[config.mk]
export PLATFORM = sky130hd
export DESIGN_NAME = uart_tx_scheduler
export DESIGN_NICKNAME = d
export VERILOG_FILES = /design/src/rtl/uart_tx_scheduler.sv
export SDC_FILE = /design/constraint.sdc
export NUM_CORES = 1
export LEC_CHECK = 0
export BUFFER_PORTS_ARGS = -buffer_cell sky130_fd_sc_hd__buf_4
export CAP_MARGIN = 20
export CORE_ASPECT_RATIO = 1.1
export CORE_MARGIN = 5
export CORE_UTILIZATION = 35
export DETAILED_ROUTE_END_ITERATION = 12
export PLACE_DENSITY = 0.62
export SYNTH_ARGS = -nofsm -noshare
export SYNTH_HDL_FRONTEND = slang
export SYNTH_SLANG_ARGS = --single-unit
[constraint.sdc]
create_clock -name clock -period 1.4 [get_ports clock]
set_input_delay 0.28 -clock clock [delete_from_list [all_inputs] [get_ports clock]]
set_output_delay 0.28 -clock clock [all_outputs]
set_load 0.05 [all_outputs]
[src/rtl/uart_tx_scheduler.sv]
// Two-requester round-robin 8N1 UART transmit sequencer paced by txclk_en.
// Optional even-parity bit when UART_TX_PARITY_EN is defined.
module uart_tx_scheduler #(
    parameter int DATA_W = 8
) (
    input  logic              clock,
    input  logic              resetn,
    input  logic              txclk_en,
    input  logic              req0,
    input  logic [DATA_W-1:0] data0,
    output logic              ack0,
    input  logic              req1,
    input  logic [DATA_W-1:0] data1,
    output logic              ack1,
    output logic              tx,
    output logic              busy,
    output logic [2:0]        estado
);

    typedef enum logic [2:0] {
        IDLE   = 3'b000,
        GRANT  = 3'b001,
        START  = 3'b010,
        DATA   = 3'b011,
        PARITY = 3'b100,
        STOP   = 3'b101
    } state_t;

    localparam int CW = (DATA_W > 1) ? $clog2(DATA_W) : 1;
    localparam logic [CW-1:0] LAST_BIT = CW'(DATA_W - 1);

    state_t            state;
    logic [DATA_W-1:0] shift_q;
    logic [DATA_W-1:0] shift_nxt;
    logic [CW-1:0]     cnt;
    logic              last;
    logic              pick1;
`ifdef UART_TX_PARITY_EN
    logic              par;
`endif

    // req1 wins alone, or on a tie when requester 0 was served last
    always_comb begin
        pick1     = req1 & (~req0 | ~last);
        shift_nxt = shift_q >> 1;
    end

    assign estado = state;

    always_ff @(posedge clock or negedge resetn) begin
        if (!resetn) begin
            state   <= IDLE;
            tx      <= 1'b1;
            ack0    <= 1'b0;
            ack1    <= 1'b0;
            busy    <= 1'b0;
            last    <= 1'b1;
            shift_q <= '0;
            cnt     <= '0;
`ifdef UART_TX_PARITY_EN
            par     <= 1'b0;
`endif
        end else begin
            ack0 <= 1'b0;
            ack1 <= 1'b0;
            case (state)
                IDLE: begin
                    tx <= 1'b1;
                    if (req0 | req1) begin
                        state   <= GRANT;
                        busy    <= 1'b1;
                        last    <= pick1;
                        ack0    <= ~pick1;
                        ack1    <= pick1;
                        shift_q <= pick1 ? data1 : data0;
                        cnt     <= '0;
`ifdef UART_TX_PARITY_EN
                        par     <= pick1 ? ^data1 : ^data0;
`endif
                    end
                end
                GRANT: if (txclk_en) begin
                    state <= START;
                    tx    <= 1'b0;
                end
                START: if (txclk_en) begin
                    state <= DATA;
                    tx    <= shift_q[0];
                end
                DATA: if (txclk_en) begin
                    shift_q <= shift_nxt;
                    cnt     <= cnt + 1'b1;
                    if (cnt == LAST_BIT) begin
`ifdef UART_TX_PARITY_EN
                        state <= PARITY;
                        tx    <= par;
`else
                        state <= STOP;
                        tx    <= 1'b1;
`endif
                    end else begin
                        tx <= shift_nxt[0];
                    end
                end
`ifdef UART_TX_PARITY_EN
                PARITY: if (txclk_en) begin
                    state <= STOP;
                    tx    <= 1'b1;
                end
`endif
                STOP: if (txclk_en) begin
                    state <= IDLE;
                    busy  <= 1'b0;
                    tx    <= 1'b1;
                end
                default: begin
                    state <= IDLE;
                    busy  <= 1'b0;
                    tx    <= 1'b1;
                end
            endcase
        end
    end

endmodule

==> flow_results.org, run 1 <==
** Status
- The run finished, with violations left.
- Violated checks :: setup timing

** STA
- For this run, the top clock speed supported by timing is 0.690 GHz.
- On the final layout, the worst clock skew is 6.56 ps.
- After routing, the total negative slack on setup checks comes to -217 ps.
- Slew at the pin closest to its max-slew limit :: 306 ps
- In this run the tightest slew margin relative to its limit is 79.5%.
- The number of max-slew violations in the final report came to 0.
- Ratio of final minimum period to clock period :: 104%
- In the post-route analysis, the smallest setup slack over all paths is -50.1 ps.
- Setup violations remaining at the end of the flow were counted as 7.
- Fin crit period :: 1450 ps
- Final hold violation count :: 0
- Unrepaired setup endpoints after global routing :: true

** Yosys
- For this run, the number of Yosys warnings is 0.
- The number of nets in the synthesized netlist is 132.
- Sequential cell area fraction in the yosys report :: 45.4%
- The most used flip-flop cell after synthesis is dfrtp_1.
- EDFF count, synth :: 0
- Register bit total from synthesis :: 19
- The average instance in the mapped netlist occupies 9.65 um2.
- The cell area that synthesis handed to floorplanning was 1050 um2.
- Synthesis produced 109 cells.
- Synthesis instantiated 31 different standard cells from the library.
- For this run, asynchronously set or reset flops after synthesis account for 100%.

** Worst setup path
- Flop2flop setup slack :: -50 ps
- Critical Setup Path Class :: reg -> reg
- Count of buffering cells on the critical path with inverters included :: 1
- Of all nets on the critical path, the largest fanout is 7.
- Worst endpoint data arrival time :: 1660 ps
- At the worst endpoint, the required time is 1610 ps.
- The critical path goes through o31a_4 > or2_4 > buf_8 > a32o_1.
- Setup crit start :: estado[0]$_DFFE_PN0P_
- The worst setup path is captured at a register.
- On the worst path, the slowest cell contributes a delay of 430 ps.
- Critical Path Start Type :: register
- Worst path slowest cell :: dfrtp_2
- The startpoint identified for the worst register-to-register timing path is estado[0]$_DFFE_PN0P_.
- Critical path's top delay family :: compound AO/OA/AOI/OAI gates

** Power
- Dividing total power by cell area gives a power density of 1930 nW/um2.
- Psw :: 0.00128 W
- In this run switching power makes up 42.6% of total power.
- Overall power :: 0.00301 W
- Across the VDD grid, the largest voltage drop is 1010 uV.
- Per report_power, the sequential group accounts for 30.7% of the total.
- In this run, the combinational gates consume 59.7% of the power.
- For this design the static power due to leakage is 0.713 nW.
- Internal power comes to 0.00173 W.
- Of the total power, the clock network draws 9.6%.

** Clock network
- Number of sinks handled by clock tree synthesis :: 19
- The clock reaches the later pin of the worst-skew pair after 300 ps.
- Clock-pin slew reported for the worst setup and hold paths after clock tree synthesis :: 110 ps
- Clock root buffer :: clkbuf_4
- TritonCTS created 3 clock buffers.
- TritonCTS built the clock tree.
- CTS H-Tree Depth :: 1
- Maximum clock insertion buffer count :: 2

** Global route
- Entering global routing, the biggest net connects 20 pins.
- Initial antenna violation count :: 0
- The number of global-route vias before repair is 1001.
- Global routing used 12.9% of the available tracks across all layers.
- Grt ovf :: 0
- First-pass GRT wire length :: 4440 um

** Place
- # port buffers :: 27
- Detailed placement finished with a half-perimeter wire length of 1880 um.
- Weighted congestion at the end of routability-driven global placement :: 0.744

** Drt
- In the routed layout, each cell is associated on average with a via count of 5.34.
- In this run, the number of DRC markers left after iteration 0 of detailed routing was 27.
- The detailed router placed 999 vias in this run.
- In this run the remaining antenna-violating nets after routing total 0.
- Pre-antenna DRT Iters :: 4
- Wirelength, routed :: 2720 um
- For this run, design rule violations remaining after detail routing come to 0.
- Dividing the detail-routed wire length by the instance count gives 14.6 um.

** Die
- The total area inside the core boundary comes to 2830 um2.
- Horizontal die dimension :: 62.3 um
- The die covers 4200 um2.
- For this configuration, the core starts out at a cell density of 37.2%.
- Die Y-Extent :: 67.5 um
- Pin placement for this block handled 28 I/O pins.
- Row generation in the floorplan step produced 20 rows.

** Cells and area
- Area taken by flip-flops and latches :: 482 um2
- From synthesis to final layout, the design area changed by 48.4%.
- Number of diodes :: 0
- Summing all multi-input logic gate instances after layout gives 607 um2.
- Net count reported at finish :: 178
- Fill cells in the final layout number 254.
- Cells with a size suffix above 1 make up 50.0% of the layout.

** Worst hold path
- The tightest min-delay check is of the in -> reg type.
- Worst Min Path Start :: req0

** Flow run
- Number of maximum-capacitance violations :: 0
## through the flow
step           util, %  setup WS (ps)  instances  cell area, um2  hold slack [ps]
2_1_floorplan        -           -166        109            1060            -15.6
5_1_grt           55.2           -114        187            1560              243
3_5_place_dp      49.4           -242        178            1400              176
6_report          55.2          -50.1        187            1560              255
3_3_place_gp      49.4           -114        178            1400              168
4_1_cts           52.3          -72.6        184            1480              250
## power groups by stage
stage	logic (W)	clock network [W]	registers, W
after floorplan	0.000875	0	0.00108
after global placement	0.00148	0	0.000914
after detailed placement	0.00151	0	0.000920
after CTS	0.00161	0.000296	0.000923
after global routing	0.00196	0.000328	0.000949
final	0.00180	0.000289	0.000925
## metal layers
metal / global-route usage (%) / wire length, um
met1: 16.4 / 1340
met2: 20.6 / 1200
met3: 4.33 / 152
met4: 4.51 / 27
met5: 0 / 0
## path summary, 6_finish.rpt
kind / to / cells after the start
setup / recovery: cnt[2]$_DFFE_PN0P_ / 4
hold / removal: last$_DFFE_PN1P_ / 3
setup reg to reg: cnt[2]$_DFFE_PN0P_ / 4
hold reg to reg: shift_q[7]$_DFFE_PN0P_ / 1
max in group asynchronous: last$_DFFE_PN1P_ / 2
min in group asynchronous: busy$_DFFE_PN0P_ / 2
## synth_stat cells, types with 2 or more instances
cell       n  share of area [%]
dfrtp_1   17                 40
nor2_1    12                4.3
clkbuf_1   5                1.8
dfstp_2    2                5.0
inv_1      3                1.1
a21o_1     7                5.0
ha_1       2                2.4
a21oi_1   10                4.8
nand2_1    6                2.1
a31oi_1    2                1.2
nand3_1    2               0.95
a32o_1     2                1.9
o21ai_0   12                5.7
o31ai_2    7                8.3
nor3_1     4                1.9
## worst reg2reg max path, stage by stage (launching register included)
cell and delay, ps:
dfrtp_2 430, o31a_4 330, or2_4 250, buf_8 140, a32o_1 200
## cells by family (layout without fill, tap and decap cells)
kind of cell             after synthesis  count (layout)  share of synthesized area (%)
AO/OA/AOI/OAI                         48              48                           34.4
adder cells (fa/ha/maj)                2               2                           2.38
buffers and inverters                 10              54                           4.40
flip-flops                            19              19                           45.4
multiplexers                           1               1                          0.951
AND/OR/NAND/NOR                       29              30                           12.5
## final cells by class
| type | instances | share of cell area, % |
|---|---|---|
| clock buffers | 4 | 1.68 |
| inverters | 3 | 0.721 |
| well taps | 33 | 2.64 |
| flip-flops and latches | 19 | 30.8 |
| multi-input cells | 81 | 38.9 |
| repair buffers | 47 | 25.2 |
## repair_timing
action | 4_1_cts | 5_1_grt
pin swaps | 6 | 2
gates cloned | 0 | 1
endpoints found under the hold margin | 17 | 0
setup endpoints to repair | 11 | 14
buffers inserted | 1 | 2
hold buffers | 1 | 0
gates resized for setup | 10 | 15
## registers in the layout, summed over array words and instances, names as in the netlist
register  count
cnt           3
ack0          1
tx            1
last          1
shift_q       8
ack1          1
busy          1
estado        3
## placed cells by master, fill, tap and decap left out, drive strengths merged
| cell | instances |
|---|---|
| and3b | 2 |
| mux2i | 1 |
| nand3 | 2 |
| clkbuf | 4 |
| a21o | 7 |
| and2 | 1 |
| buf | 46 |
| o31ai | 8 |
| dlygate4sd3 | 1 |
| o22ai | 1 |
| ha | 2 |
| o31a | 2 |
| a21boi | 1 |
| o221ai | 1 |
| a21oi | 10 |
| a221oi | 1 |
| nor2 | 13 |
| o21ai | 12 |
| a31oi | 2 |
| dfstp | 2 |
| or2 | 2 |
| nor3 | 4 |
| a32o | 2 |
| nand2 | 6 |
| inv | 3 |
| dfrtp | 17 |
| o2bb2ai | 1 |
Power figures use the tool's default switching activity.
==> run 2, diff against run 1 <==
REMOVE_ABC_BUFFERS = 1   (was default)
==> run 2 against run 1 <==
Compared with the run above:
- total power is 3.9% higher
- clock skew is 1.6 ps lower
- design area is 4.4% higher
- the flow still finishes with violations (setup timing)
==> flow_results.org, run 2 (synthesis gave the netlist of run 1 again) <==
** Status
- The run finished, with violations left.
- Violated checks :: setup timing

** Worst hold path
- The hold path depth was 3 (unchanged).
- The worst hold path belongs to the class in -> reg.
- The worst hold path terminates at last$_DFFE_PN1P_.
- The startpoint identified for the worst hold timing path is req0.

** Flow run
- The number of max-capacitance violations reported came to 0 (unchanged).

** Global route
- The sum of overflow across all layers after global routing was 0 (unchanged).
- Pin count of the biggest net entering global routing :: 20 (unchanged)
- The number of global-route vias before repair is 1040 (+3.9%).
- The first-pass GRT wire length was 4840 um (+9.0%).
- The total routing resource utilization after global routing came to 14.0% (+1.1 points).
- The initial antenna violation count is 0 (unchanged).

** Drt
- Wire length per cell after detailed routing :: 15.2 um (+4.5%)
- Drt first-iter violations :: 10 (-63%)
- The total number of vias was 1047 (+4.8%).
- The total wire length after detailed routing was 2940 um (+7.9%).
- Post-detailed-route count of antenna-violating nets :: 0 (unchanged)
- Per-cell via count in the routed design :: 5.42 (+1.5%)
- Pre-antenna DRT Iters :: 4 (unchanged)
- Post-route DRC :: 0 (unchanged)

** STA
- Final hold violation count :: 0 (unchanged)
- Slew at the pin closest to its max-slew limit :: 312 ps (+5.79 ps)
- The share of the cycle needed by the critical path after routing came to 105% (+1.6 points).
- Largest clock skew in the final design :: 4.98 ps (-1.58 ps)
- Achievable Freq :: 0.679 GHz (-1.5%)
- The final critical path time including I/O delays and setup was 1470 ps (+22.2 ps).
- Worst-case setup margin in the final layout :: -72.3 ps (-22.2 ps)
- Max-slew headroom at the worst pin :: 79.0% (-0.56 points)
- Setup repair after global routing could not meet its margin everywhere.
- Final-layout setup total negative slack :: -418 ps (-201 ps)
- The number of max-slew violations in the final report is 0 (unchanged).
- Final setup viols :: 11 (+4)

** Place
- The final RePlAce weighted congestion is 0.765 (+2.9%).
- The HPWL reported at the end of detailed placement was 1930 um (+3.0%).
- The number of port buffers was 27 (unchanged).

** Worst setup path
- Worst reg2reg path endpoint :: shift_q[3]$_DFFE_PN0P_
- STA classifies the critical path endpoint as a register.
- STA classifies the critical path startpoint as a register.
- Worst R2R Path Depth :: 4 (unchanged)
- Worst path required time :: 1620 ps (about the same)
- In this run the critical register-to-register path is launched from estado[1]$_DFFE_PN0P_.
- By startpoint and endpoint, the worst setup path is classified as reg -> reg.
- The minimum setup slack among reg-to-reg paths came to -70 ps (-20 ps).
- Worst endpoint data arrival time :: 1690 ps (+30 ps)
- Highest fanout seen on the critical path :: 5 (-2)

** Die
- The I/O pin count was 28 (unchanged).
- Core area :: 2830 um2 (unchanged)
- Area enclosed by the die boundary :: 4200 um2 (unchanged)
- The starting utilization of the core area is 37.2% (unchanged).
- The die extent in x was 62.3 um (unchanged).
- The count of standard-cell rows is 20 (unchanged).
- The die span in y came to 67.5 um (unchanged).

** Power
- Cell Pwr Density :: 1920 nW/um2 (-0.46%)
- The peak ir drop on the vdd network was 1190 uV (+18%).
- Overall power :: 0.00313 W (+3.9%)
- Static leakage :: 0.740 nW (+3.8%)

** Clock network
- The H-tree depth reported by CTS came to 1 (unchanged).
- The tree is rooted in a clkbuf_4.
- The number of sinks on the clock net is 19 (unchanged).
- TritonCTS built the clock tree.
- Source-to-sink clock delay at the later pin of the worst-skew pair :: 300 ps (about the same)
- The buffer depth of the longest clock path was 2 (unchanged).
- Number of buffers created by CTS :: 3 (unchanged)
- Clock-pin slew reported for the worst setup and hold paths after clock tree synthesis :: 110 ps (about the same)

** Cells and area
- Net count reported at finish :: 184 (+3.4%)
- Biggest register :: shift_q
- The core utilization of the finished layout is 57.7% (+2.4 points).
- Commonest non-fill, non-tap cells in the layout :: buf_4 (47), dfrtp_1 (15), nor2_1 (12)
- Multi-input gate area in the final layout :: 647 um2 (+6.6%)
- Number of diodes :: 0 (unchanged)
- Fill cell instance count of the final layout :: 264 (+3.9%)
- The number of flip-flops under the largest register name was 8 (unchanged).
- Compared with the post-synthesis result, the final layout area differs by 54.9%.
- The flip-flop and latch area was 480 um2 (-0.26%).
- Most common cell after layout, fill and taps aside :: buf_4
- Share of cells above drive strength 1 :: 54.4% (+4.4 points)
-- run 2: changes by cell type in the layout (fill, tap and decap cells not counted), sizes merged --
cell and delta:
buf +6, clkbuf -1, clkinv +1
-- run 2: critical path: stages, from the launching register on --
cell and delay (ps):
dfrtp_2 460, o31a_4 340, or2_4 240, buf_6 140, o31ai_2 220
-- run 2: how the worst max path moves through the flow --
stage	startpoint	endpoint	slack (ps)	cells past startpoint
final	estado[1]$_DFFE_PN0P_	shift_q[3]$_DFFE_PN0P_	-70	4
after global routing	estado[1]$_DFFE_PN0P_	shift_q[1]$_DFFE_PN0P_	-110	4
after CTS	estado[0]$_DFFE_PN0P_	shift_q[4]$_DFFE_PN0P_	-100	4
after detailed placement	cnt[0]$_DFFE_PN0P_	tx$_DFFE_PN1P_	-200	5
after global placement	cnt[0]$_DFFE_PN0P_	tx$_DFFE_PN1P_	-110	5
after floorplan	estado[1]$_DFFE_PN0P_	cnt[1]$_DFFE_PN0P_	-560	4
-- run 2: timing repair --
item	in CTS	in global routing
setup endpoints to repair	13	15
hold endpoints to repair	17	0
hold buffers	1	0
setup buffers	1	3
pin swaps	7	8
cloned	0	1
resized for setup	17	18
-- run 2: area by class of cell --
| cell class | count | share of cell area [%] |
|---|---|---|
| multi-input cells | 81 | 39.7 |
| clock inverters | 1 | 0.307 |
| repair buffers | 53 | 25.9 |
| inverters | 3 | 0.691 |
| well taps | 33 | 2.53 |
| clock buffers | 3 | 1.38 |
| flip-flops and latches | 19 | 29.5 |
-- run 2: where the power goes --
| group | switching (W) | leakage (nW) | internal, W | total, W |
|---|---|---|---|---|
| Sequential | 0.000162 | 0.232 | 0.000775 | 0.000937 |
| Clock | 0.000174 | 0.0177 | 0.000106 | 0.000280 |
| Combinational | 0.00103 | 0.491 | 0.000885 | 0.00191 |
| Total | 0.00136 | 0.740 | 0.00177 | 0.00313 |
-- run 2: metal layers --
layer	up-vias	global-route usage (%)	share of wire [%]
met2	28	23.8	51
li1	511	-	-
met4	0	4.77	0.92
met1	504	18.2	43
met5	-	0	0
met3	4	2.33	4.5
-- run 2: per-stage QoR --
stage	hold slack [ps]	std cells	setup WS, ps	area, um2
after floorplan	-15.6	102	-558	1020
after global routing	238	193	-106	1630
after CTS	243	189	-96.4	1520
after detailed placement	172	183	-203	1420
final	255	193	-72.3	1630
after global placement	170	183	-109	1420
==> run 3, diff against run 2 <==
MAX_ROUTING_LAYER = met4   (was default)
==> run 3 against run 2 <==
Compared with the run above:
- the flow still finishes with violations (setup timing)
- largest cell class unchanged
- clock-buffer cell count did not move
- highest routed layer unchanged
- fmax barely moved
- register-to-register slack barely moved
- design area did not move
==> flow_results.org, run 3 (synthesis gave the netlist of run 1 again) <==
** Die
- Core area :: 2830 um2 (unchanged)
- The I/O pin count was 28 (unchanged).
- Floorplan row count :: 20 (unchanged)
- Area enclosed by the die boundary :: 4200 um2 (unchanged)
- The die span in y is 67.5 um (unchanged).
- Horizontal die dimension :: 62.3 um (unchanged)
- Initial standard-cell utilization of the core :: 37.2% (unchanged)

** Drt
- The count of unresolved DRC violations after routing came to 0 (unchanged).
- The total number of vias came to 1048 (+0.096%).
- Post-detailed-route count of antenna-violating nets :: 0 (unchanged)
- The first-pass iteration count of the detailed router is 4 (unchanged).
- The total wire length after detailed routing was 2940 um (+0.24%).
- The mean number of vias per cell came to 5.43 (about the same).
- Drt first-iter violations :: 15 (+5)
- The routed length per instance is 15.3 um (+0.24%).

** Clock network
- The number of sinks on the clock net was 19 (unchanged).
- The insertion delay of the later-clocked pin in the worst-skew pair came to 300 ps (about the same).
- The tree is rooted in a clkbuf_4.
- CTS H-Tree Depth :: 1 (unchanged)
- Clock-pin slew reported for the worst setup and hold paths after clock tree synthesis :: 110 ps (about the same)
- CTS tree :: built
- The buffer depth of the longest clock path was 2 (unchanged).
- The number of buffers created by CTS came to 3 (unchanged).

** Global route
- The number of global-route vias before repair came to 1042 (+0.19%).
- The maximum number of pins on one net before global-route repair came to 20 (unchanged).
- The initial antenna violation count is 0 (unchanged).
- The total routing resource utilization after global routing came to 14.4% (+0.41 points).
- Grt ovf :: 0 (unchanged)
- The first-pass GRT wire length was 4840 um (-0.14%).

** Cells and area
- The share of final-layout standard cells stronger than drive strength 1 is 54.4% (unchanged).
- Largest register FFs :: 8 (unchanged)
- In the layout the commonest cells are buf_4 (47), dfrtp_1 (15), nor2_1 (12).
- Post-route cell area :: 1630 um2 (unchanged)
- The number of diodes added for antenna fixing came to 0 (unchanged).
- Area growth from synthesis to final layout :: 54.9% (unchanged)
- The core utilization of the finished layout came to 57.7% (unchanged).
- The number of non-filler instances in the completed layout is 193 (unchanged).
- Net count reported at finish :: 184 (unchanged)
- The library cell used most frequently in the layout, excluding fill and tap cells, is buf_4.
- The count of fill cells added during filler insertion is 264 (unchanged).
- Ranked by flip-flop count, first place goes to shift_q.

** Worst hold path
- The path class of the tightest hold or removal check is in -> reg.

** Status
- The checks that failed: setup timing.
- The run finished, with violations left.

** STA
- The transition time at the pin with the least slew margin came to 312 ps (+0.00751 ps).
- Final-layout setup total negative slack :: -413 ps (+4.85 ps)
- Final setup viols :: 11 (unchanged)
- The timing-limited maximum frequency came to 0.680 GHz (about the same).
- The final critical path time including I/O delays and setup came to 1470 ps (-1.22 ps).
- Number of max-slew violations in the final report :: 0 (unchanged)
- Setup repair after global routing could not meet its margin everywhere.
- Final hold violation count :: 0 (unchanged)
- The setup clock skew after layout was 5.58 ps (+0.601 ps).
- The share of the cycle needed by the critical path after routing was 105% (about the same).
- The relative max-transition margin is 79.0% (about the same).
- Worst-case setup margin in the final layout :: -71.1 ps (+1.22 ps)

** Place
- Weighted congestion at the end of routability-driven global placement :: 0.776 (+1.3%)
- # port buffers :: 27 (unchanged)
- The cell count after placement is 183 (unchanged).
- Placed cell area :: 1420 um2 (unchanged)
- The HPWL reported at the end of detailed placement is 1930 um (unchanged).

** Worst setup path
- The most critical setup path has its endpoint at shift_q[3]$_DFFE_PN0P_.
- Endpoint class of the critical path :: register
- The largest fanout on the critical path was 5 (unchanged).
- The data arrival at the endpoint of the critical path was 1690 ps (about the same).
- Setup crit start :: estado[1]$_DFFE_PN0P_
- The startpoint identified for the worst register-to-register timing path is estado[1]$_DFFE_PN0P_.
- The required time of the critical path came to 1620 ps (about the same).
- Worst R2R Path Depth :: 4 (unchanged)
- Critical Setup Path Class :: reg -> reg
- The worst setup path is launched from a register.
- Worst reg2reg path endpoint :: shift_q[3]$_DFFE_PN0P_
- Flop2flop setup slack :: -70 ps (about the same)

** Flow run
- Number of maximum-capacitance violations :: 0 (unchanged)

** Power
- Cell Pwr Density :: 1920 nW/um2 (about the same)
- The peak ir drop on the vdd network came to 1190 uV (about the same).
- Static leakage :: 0.740 nW (unchanged)
==> run 3: cell type report <==
class / instances / area (um2) / area share [%]
multi-input combinational: 81 / 647 / 39.7
clock buffer: 3 / 22.5 / 1.38
sequential: 19 / 480 / 29.5
inverter: 3 / 11.3 / 0.691
tap: 33 / 41.3 / 2.53
clock inverter: 1 / 5.00 / 0.307
timing repair buffer: 53 / 423 / 25.9
==> run 3: worst max-delay path, stage by stage (launching register included) <==
cell	delay, ps
dfrtp_2	460
o31a_4	340
or2_4	240
buf_6	140
o31ai_2	220
==> run 3: how the worst min path moves through the flow <==
stage                     startpoint               endpoint  slack, ps  cells past startpoint
after CTS                       req0       last$_DFFE_PN1P_        240                      3
after floorplan               resetn         ack0$_DFF_PN0_        -20                      0
after global routing            req0       last$_DFFE_PN1P_        240                      3
after detailed placement      resetn  estado[0]$_DFFE_PN0P_        170                      1
after global placement        resetn  estado[1]$_DFFE_PN0P_        170                      1
final                           req0       last$_DFFE_PN1P_        250                      3
==> run 3: through the flow <==
stage / hold slack, ps / setup slack [ps] / power (W)
4_1_cts: 243 / -96.4 / 0.00289
3_3_place_gp: 170 / -109 / 0.00241
2_1_floorplan: -15.6 / -558 / 0.00188
3_5_place_dp: 172 / -203 / 0.00245
6_report: 252 / -71.1 / 0.00313
5_1_grt: 238 / -106 / 0.00336
==> run 3: layer usage <==
| metal | routed length (um) | up-vias | GRT usage, % |
|---|---|---|---|
| met2 | 1500 | 34 | 23.8 |
| met4 | 27 | 0 | 4.77 |
| met1 | 1240 | 503 | 18.2 |
| met3 | 172 | 4 | 2.33 |
| li1 | - | 507 | - |
| met5 | 0 | - | - |
==> run 3: repair_timing <==
| item | CTS | global route |
|---|---|---|
| cloned | 0 | 1 |
| resized for setup | 17 | 18 |
| setup buffers | 1 | 3 |
| setup endpoints to repair | 13 | 15 |
| hold endpoints to repair | 17 | 0 |
| hold buffers | 1 | 0 |
| pin swaps | 7 | 8 |
==> run 3: report_power, final <==
part | total (W) | switching [W] | internal [W]
registers | 0.000937 | 0.000162 | 0.000775
clock network | 0.000282 | 0.000176 | 0.000106
logic | 0.00191 | 0.00103 | 0.000885
